### src/rtl/spi_slave_regs.sv
// SPI mode-0 responder exposing a 2^ADDR_W x 8 register file to an SPI master,
// with a shared local port and a write-notification strobe for FPGA logic.
module spi_slave_regs #(
    parameter int          ADDR_W  = 5,
    parameter logic [7:0]  REG_RST = 8'h00
) (
    input  logic              Clk,
    input  logic              Reset,
    input  logic              spi_sclk,
    input  logic              spi_ss_n,
    input  logic              spi_mosi,
    output logic              spi_miso,
    output logic              spi_miso_oe,
    input  logic [7:0]        status_in,
    input  logic [ADDR_W-1:0] loc_addr,
    output logic [7:0]        loc_rdata,
    input  logic              loc_we,
    input  logic [7:0]        loc_wdata,
    output logic              wr_strobe,
    output logic [ADDR_W-1:0] wr_addr,
    output logic [7:0]        wr_data,
    output logic              xfer_done
);

    localparam int DEPTH = 1 << ADDR_W;

    typedef enum logic [1:0] {IDLE, CMD, DATA} state_t;
    state_t state_reg, state_next;

    // [0] metastable stage, [1] synchronized value, [2] previous synchronized sample
    logic [2:0]        sclk_sr_reg;
    logic [2:0]        ss_sr_reg;
    logic [1:0]        mosi_sr_reg;

    logic [7:0]        rx_sr_reg;
    logic [7:0]        tx_sr_reg;
    logic [2:0]        bitcnt_reg;
    logic [ADDR_W-1:0] addr_reg;
    logic              dir_reg;
    logic              wr_pend_reg;

    logic [7:0]        regs [DEPTH];

    logic              sclk_rise, sclk_fall, ss_fall, ss_rise;
    logic [7:0]        rx_byte;
    logic              byte_done;
    logic              start, stop, cmd_done, data_done;
    logic              spi_we, rd_advance;
    logic [ADDR_W-1:0] cmd_addr, addr_inc;

    assign sclk_rise  = sclk_sr_reg[1] & ~sclk_sr_reg[2];
    assign sclk_fall  = ~sclk_sr_reg[1] & sclk_sr_reg[2];
    assign ss_fall    = ~ss_sr_reg[1] & ss_sr_reg[2];
    assign ss_rise    = ss_sr_reg[1] & ~ss_sr_reg[2];
    assign rx_byte    = {rx_sr_reg[6:0], mosi_sr_reg[1]};
    assign byte_done  = sclk_rise && (bitcnt_reg == 3'd7);
    assign cmd_addr   = rx_byte[3 +: ADDR_W];
    assign addr_inc   = addr_reg + ADDR_W'(1);
    assign spi_we     = data_done & dir_reg;
    assign rd_advance = data_done & ~dir_reg;
    assign loc_rdata  = regs[loc_addr];

    always_ff @(posedge Clk) begin
        if (Reset) begin
            sclk_sr_reg <= 3'b000;
            ss_sr_reg   <= 3'b111;
            mosi_sr_reg <= 2'b00;
            state_reg   <= IDLE;
        end else begin
            sclk_sr_reg <= {sclk_sr_reg[1:0], spi_sclk};
            ss_sr_reg   <= {ss_sr_reg[1:0], spi_ss_n};
            mosi_sr_reg <= {mosi_sr_reg[0], spi_mosi};
            state_reg   <= state_next;
        end
    end

    // A select release always takes priority over a byte completing in the same cycle.
    always_comb begin
        state_next = state_reg;
        start      = 1'b0;
        stop       = 1'b0;
        cmd_done   = 1'b0;
        data_done  = 1'b0;
        case (state_reg)
            IDLE: begin
                if (ss_fall) begin
                    start      = 1'b1;
                    state_next = CMD;
                end
            end
            CMD: begin
                if (ss_rise) begin
                    stop       = 1'b1;
                    state_next = IDLE;
                end else if (byte_done) begin
                    cmd_done   = 1'b1;
                    state_next = DATA;
                end
            end
            DATA: begin
                if (ss_rise) begin
                    stop       = 1'b1;
                    state_next = IDLE;
                end else if (byte_done) begin
                    data_done  = 1'b1;
                end
            end
            default: state_next = IDLE;
        endcase
    end

    always_ff @(posedge Clk) begin
        if (Reset) begin
            spi_miso    <= 1'b0;
            spi_miso_oe <= 1'b0;
            rx_sr_reg   <= 8'h00;
            tx_sr_reg   <= 8'h00;
            bitcnt_reg  <= 3'd0;
            addr_reg    <= '0;
            dir_reg     <= 1'b0;
            wr_pend_reg <= 1'b0;
            wr_strobe   <= 1'b0;
            wr_addr     <= '0;
            wr_data     <= 8'h00;
            xfer_done   <= 1'b0;
        end else begin
            // Strobe trails the regfile update by a cycle so regs[wr_addr] already holds wr_data.
            wr_pend_reg <= spi_we;
            wr_strobe   <= wr_pend_reg;
            xfer_done   <= stop;
            if (start) begin
                spi_miso    <= status_in[7];
                tx_sr_reg   <= {status_in[6:0], 1'b0};
                bitcnt_reg  <= 3'd0;
                spi_miso_oe <= 1'b1;
            end else if (stop) begin
                spi_miso    <= 1'b0;
                spi_miso_oe <= 1'b0;
                bitcnt_reg  <= 3'd0;
            end else if (state_reg != IDLE) begin
                if (sclk_rise) begin
                    rx_sr_reg  <= rx_byte;
                    bitcnt_reg <= bitcnt_reg + 3'd1;
                end
                if (sclk_fall) begin
                    spi_miso  <= tx_sr_reg[7];
                    tx_sr_reg <= {tx_sr_reg[6:0], 1'b0};
                end
                if (cmd_done) begin
                    addr_reg  <= cmd_addr;
                    dir_reg   <= rx_byte[1];
                    tx_sr_reg <= rx_byte[1] ? 8'h00 : regs[cmd_addr];
                end
                if (spi_we) begin
                    wr_addr  <= addr_reg;
                    wr_data  <= rx_byte;
                    addr_reg <= addr_inc;
                end
                if (rd_advance) begin
                    addr_reg  <= addr_inc;
                    tx_sr_reg <= regs[addr_inc];
                end
            end
        end
    end

    // Flop-based file: the local read port is combinational, so no RAM macro fits.
    generate
        for (genvar gi = 0; gi < DEPTH; gi++) begin : g_reg
            always_ff @(posedge Clk) begin
                if (Reset)
                    regs[gi] <= REG_RST;
                else if (spi_we && (addr_reg == ADDR_W'(gi)))
                    regs[gi] <= rx_byte;
                else if (loc_we && (loc_addr == ADDR_W'(gi)))
                    regs[gi] <= loc_wdata;
            end
        end
    endgenerate

endmodule

### config.mk
export PLATFORM = sky130hd
export DESIGN_NAME = spi_slave_regs
export DESIGN_NICKNAME = d
export VERILOG_FILES = /design/src/rtl/spi_slave_regs.sv
export SDC_FILE = /design/constraint.sdc
export NUM_CORES = 1
export LEC_CHECK = 0
export ABC_AREA = 0
export ABC_CLOCK_PERIOD_IN_PS = 2900
export CAP_MARGIN = 10
export CORE_MARGIN = 4
export CORE_UTILIZATION = 45
export CTS_BUF_LIST = sky130_fd_sc_hd__clkbuf_8
export DETAILED_ROUTE_END_ITERATION = 7
export PLACE_DENSITY = 0.7
export SETUP_SLACK_MARGIN = 0.5
export SLEW_MARGIN = 20
export SYNTH_ARGS = -nofsm -noshare
export SYNTH_HDL_FRONTEND = slang
export SYNTH_SLANG_ARGS = --single-unit
### constraint.sdc
create_clock -name Clk -period 2.9 [get_ports Clk]
set_input_delay 0.58 -clock Clk [delete_from_list [all_inputs] [get_ports Clk]]
set_output_delay 0.58 -clock Clk [all_outputs]
set_load 0.01 [all_outputs]
# Word level (Yosys, flattened, before mapping)
# Memory sizes are Yosys's and may differ from the RTL's. A register that Yosys moved wholly into a read port is not among the register bits.
# Cells that the tools add are included.
dict set report op_classes {
  add_sub_neg 2
  mul 0
  n_div 0
  n_lt_le_gt_ge 0
  n_eq_ne 69
  shifts 0
  n_mux 321
  n_bitwise 77
  reduce_logical 88
}
# op count
set op_table {}
lappend op_table {{$mux W8} 71}
lappend op_table {{$mux W1} 240}
lappend op_table {{$eq A5 B5 Y1 const B} 32}
lappend op_table {{$eq A5 B4 Y1 const B} 16}
lappend op_table {{$logic_and A1 B1 Y1} 65}
lappend op_table {{$or A1 B1 Y1} 64}
lappend op_table {{$eq A5 B3 Y1 const B} 8}
lappend op_table {{$mux W5} 5}
lappend op_table {{$eq A5 B2 Y1 const B} 4}
lappend op_table {{$reduce_and A4 Y1} 4}
lappend op_table {{$reduce_bool A3 Y1} 4}
lappend op_table {{$eq A5 B1 Y1 const B} 2}
lappend op_table {{$logic_not A5 Y1} 2}
lappend op_table {{$reduce_and A3 Y1} 3}
lappend op_table {{$mux W2} 4}
lappend op_table {{$not A1 Y1} 7}
lappend op_table {{$and A1 B1 Y1} 6}
lappend op_table {{$ne A2 B2 Y1 const B} 3}
lappend op_table {{$pmux W2 S3} 1}
lappend op_table {{$reduce_bool A2 Y1} 3}
lappend op_table {{$add A5 B1 Y5 const B} 1}
lappend op_table {{$reduce_and A2 Y1} 2}
lappend op_table {{$reduce_bool A4 Y1} 1}
lappend op_table {{$reduce_or A2 Y1} 2}
lappend op_table {{7 further kinds} 7}
dict set report word_totals {
  ff_bits 52
  latch_bits 0
  ramBits 256
  romBits 0
  input_bits 27
  out_inout_bits 25
  elab_cells 575
  mem_count 1
}
# name words width rd rd_ports_with_merged_regs wr line
set mem_list {}
lappend mem_list {regs 32 8 3 1 32 42} ;# logic [7:0] regs [DEPTH];

# Depth between registers and ports, before layout
dict set report logic_depth {
  ltp_word 13
  mapped_depth 14
}

# Least setup slack after synthesis
# Ideal clock, no wire load.
dict set report synth_path {
  kind {reg-to-reg}
  startpoint {reg addr_reg[0]}
  endpoint {reg tx_sr_reg[4]}
  arrival_ns 2.961
  required_time_ns 2.766
  path_slack_ns -0.195
  path_stages_with_launch 15
  path_buffers 7
  synth_period_minus_slack_ns 3.095
  path_cell_list {dfxtp_1 buf_2 buf_2 buf_2 inv_1 ha_1 buf_6 buf_12 buf_6 buf_4 mux4_2 mux2i_1 o221ai_1 a21oi_1 o22ai_1}
}
dict set report synth_between {
  elab_chain_cells 6
}
# element line
set synth_rtl {}
lappend synth_rtl {{start, declared} 38} ;# logic [ADDR_W-1:0] addr_reg;
lappend synth_rtl {{start signal, assigned} 150} ;# addr_reg <= cmd_addr;
lappend synth_rtl {{start signal, assigned} 157} ;# addr_reg <= addr_inc;
lappend synth_rtl {{start signal, assigned} 160} ;# addr_reg <= addr_inc;
lappend synth_rtl {{$add A5 B1 Y5} 58} ;# assign addr_inc = addr_reg + ADDR_W'(1);
lappend synth_rtl {{$mem_v2 Z32 W8} --}
lappend synth_rtl {{$mux W8} 159} ;# if (rd_advance) begin
lappend synth_rtl {{$mux W8} 140} ;# end else if (state_reg != IDLE) begin
lappend synth_rtl {{$mux W8} 136} ;# end else if (stop) begin
lappend synth_rtl {{$mux W8} 131} ;# if (start) begin
lappend synth_rtl {{end signal, assigned} 133} ;# tx_sr_reg <= {status_in[6:0], 1'b0};
lappend synth_rtl {{end signal, assigned} 147} ;# tx_sr_reg <= {tx_sr_reg[6:0], 1'b0};
lappend synth_rtl {{end signal, assigned} 161} ;# tx_sr_reg <= regs[addr_inc];
lappend synth_rtl {{end, declared} 36} ;# logic [7:0] tx_sr_reg;
# No other way between the ends. The select of a mux whose other input is x is not followed.
# A chain may end at the register's enable or synchronous reset.

==> run_results.csv <==
group,metric,value,unit
worst_setup_path,ff2ff_path_depth,9,
sta,setup_slack,-0.329,ns
min_path,hold_start,"ss_sr_reg[0]$_SDFF_PP1_",
worst_setup_path,critPathArrivalTime,2.65,ns
min_path,min_to,"ss_sr_reg[1]$_SDFF_PP1_",
sta,skew,0.0262,ns
detailed_routing,vias_per_cell,7.42,
worst_setup_path,end_kind,"output port",
worst_setup_path,r2r_setup_slack,0.16,ns
grt,grt_usage,35.2,%
cts,clkSlewWorstSetupHoldPaths,0.06,ns
placed_design,gp_congestion,1.07,
min_path,whs_path_depth,1,
yosys,yosysMostFrequentCell,"a22o_1",
worst_setup_path,crit_fanout,3,
final_layout,fin_nets,1742,
yosys,yosysWarningCount,0,
grt,use_met1,49.9,%
yosys,synth.distinct_cells,65,
yosys,synth_flop_cell,"edfxtp_1",
grt,grt_pass1_wl,120000,µm
worst_setup_path,r2r-start,"addr_reg[0]$_SDFFE_PP0P_",
floorplanning,io_pins,52,
cts,cts_tree,"done",
worst_setup_path,start_kind,"flop",
placed_design,post-place-ws,-0.573,ns
floorplanning,core_area,43500,µm²
floorplanning,die_x,219,µm
final_layout,area.growth.synth_to_final,23.8,%
final_layout,largest_reg_flops,256,
pwr,ir_drop,0.437,mV
worst_setup_path,slowest_stage,"edfxtp_1",
worst_setup_path,crit_family,"multiplexers",
final_layout,drive_above_1_share,39.0,%
yosys,synth-compound-area-share,16.9,%
final_layout,fillers,3508,
worst_setup_path,path_common_cell,"mux4_2",
detailed_routing,wl,85900,µm
detailed_routing,ant_nets,0,
worst_setup_path,slowest_delay,0.53,ns
sta,max_freq,310,MHz
yosys,yosys.area_share.simple,8.13,%
worst_setup_path,required,2.32,ns
sta,rsz0062_at_grt,"yes",
cts,cts_buffers,53,
floorplanning,design.die.area,47800,µm²
cts,clock_latency,0.65,ns
yosys,synth.area.top_cells,"edfxtp_1, mux4_2, a22o_1",
run,maxCapViolCount,0,
yosys,yosysSeqAreaShare,44.2,%
cts,root_buffer,"clkbuf_8",
yosys,synth_seq_cells,313,
grt,grt-busiest-layer,"met1",
yosys,netlist.area_leader.share,38.5,%
sta,slew_viol_final,0,
min_path,hp-class,"reg -> reg",
pwr,power.density_cell_area,432,nW/µm²
placed_design,dpl_cell_area,22300,µm²
sta,min_period,3.23,ns
sta,finalSetupViolCount,8,
yosys,synth-xor-area-share,0.314,%
pwr,p_leak,8.14,nW
yosys,ys_top_cells_by_count,"a22o_1, edfxtp_1, mux4_2",
placed_design,hpwl,60900,µm
placed_design,portBuffers,51,
sta,tightest_slew,0.885,ns
yosys,synth_fa_ha_area_share,0.690,%
grt,grt_start_max_net_pins,47,
yosys,syn_area_per_cell,13.3,µm²
yosys,synth_area,20000,µm²
final_layout,final_cell_area,24700,µm²
yosys,synth_edf_count,256,
sta,max_slew_margin,40.9,%
detailed_routing,drt-pass1-iter-count,6,
grt,overflow,0,
sta,min_period_over_period,111,%
yosys,syn_inst,1505,
worst_setup_path,r2r_end,"tx_sr_reg[0]$_SDFFE_PP0P_",
worst_setup_path,path_cells,"mux4_2 > mux4_2 > mux2_4 > buf_6",
status,violations,"setup timing",
floorplanning,die_h,219,µm
detailed_routing,drcViolationCount,0,
yosys,yosys-mux-area-fraction,25.9,%
floorplanning,start_util,45.9,%
yosys,synth_fp_nets,1543,
worst_setup_path,cp.depth,4,
floorplanning,num_rows,76,
worst_setup_path,critPathBufInv,1,
sta,hold_viol_final,0,
yosys,async_flop_share,0,%
detailed_routing,vias,17300,
yosys,synth_top_area_cell,"edfxtp_1",
grt,use_met2,49.2,%
grt,grt_pass1_vias,16300,
detailed_routing,drt_iter0_drc,2636,
cts,clock_sinks,313,
detailed_routing,routedWlPerCell,36.8,µm
cts,htreeDepth,2,
status,run_status,"finished with violations",
yosys,synth_top_family_by_area,"multiplexers",
grt,antenna_found_initial,2,
cts,clock_path_buffers,3,
worst_setup_path,critPathKind,"reg -> out",
grt,grt_util_met3,12.2,%
## through the flow
step           total power, W  hold WS (ns)  TNS (ns)  instances  util [%]
6_report               0.0107         0.408     -2.44       2330      56.9
5_1_grt                0.0110         0.426     -2.62       2328      56.9
4_1_cts                0.0106         0.411     -2.44       2307      55.2
3_5_place_dp          0.00682         0.397     -9.90       2182      51.4
3_3_place_gp          0.00681         0.393     -7.60       2182      51.4
2_1_floorplan         0.00611         0.389         0       1505         -
## repair_timing
item                                    4_1_cts  5_1_grt
hold buffers                                  0        0
resized for setup                           144      122
setup buffers                                29       19
pin swaps                                    17       26
endpoints found under the setup margin      489      267
gates cloned                                  2        2
## logic make-up after synthesis
family | after synthesis
AO/OA/AOI/OAI | 418
XOR/XNOR | 5
adder cells (fa/ha/maj) | 11
buffers and inverters | 166
flip-flops | 313
multiplexers | 252
AND/OR/NAND/NOR | 340
## layout by cell type (no fill, tap or decap), drive strengths merged, types with 8 or more instances in the layout
cell type and instances:
a211o 13, a21oi 43, a22o 257, buf 258
clkbuf 60, clkdlybuf4s50 39, clkinv 16, dfxtp 57
edfxtp 256, ha 11, inv 29, mux2 9
mux2i 38, mux4 205, nand2 102, nand2b 11
nand3 33, nor2 96, nor2b 18, nor3 40
o211ai 8, o21ai 22, o221ai 19, o22ai 10
## routing by layer
metal / share of wire [%] / routed length (µm) / vias up
met2: 41 / 35300 / 1696
met4: 6.0 / 5140 / 6
li1: - / - / 6693
met3: 17 / 14500 / 271
met5: 0.080 / 69 / -
met1: 36 / 30800 / 8629
## power breakdown
part | switching (W) | leakage (nW) | total, W | internal, W
Clock | 0.00190 | 0.579 | 0.00383 | 0.00193
Combinational | 0.000760 | 4.65 | 0.00144 | 0.000682
Sequential | 0.000326 | 2.91 | 0.00541 | 0.00509
Total | 0.00298 | 8.14 | 0.0107 | 0.00770
## layout make-up
type	count	area, µm²	area share (%)
diodes	2	5.00	0.0203
clock buffers	58	798	3.23
clock inverters	36	193	0.780
inverters	11	48.8	0.197
multi-input cells	1026	11100	44.8
flip-flops and latches	313	8850	35.8
well taps	585	732	2.96
repair buffers	299	3010	12.2
## worst max path at each step
stage / startpoint / to / slack [ns]
6_report: regs[30][2]$_DFFE_PP_ / loc_rdata[2] / -0.33
5_1_grt: regs[15][3]$_DFFE_PP_ / loc_rdata[3] / -0.36
4_1_cts: regs[22][4]$_DFFE_PP_ / loc_rdata[4] / -0.32
3_5_place_dp: loc_addr[0] / loc_rdata[3] / -0.57
3_3_place_gp: loc_addr[0] / loc_rdata[1] / -0.56
2_1_floorplan: addr_reg[0]$_SDFFE_PP0P_ / tx_sr_reg[0]$_SDFFE_PP0P_ / 0.15
(Power assumes the default switching activity.)
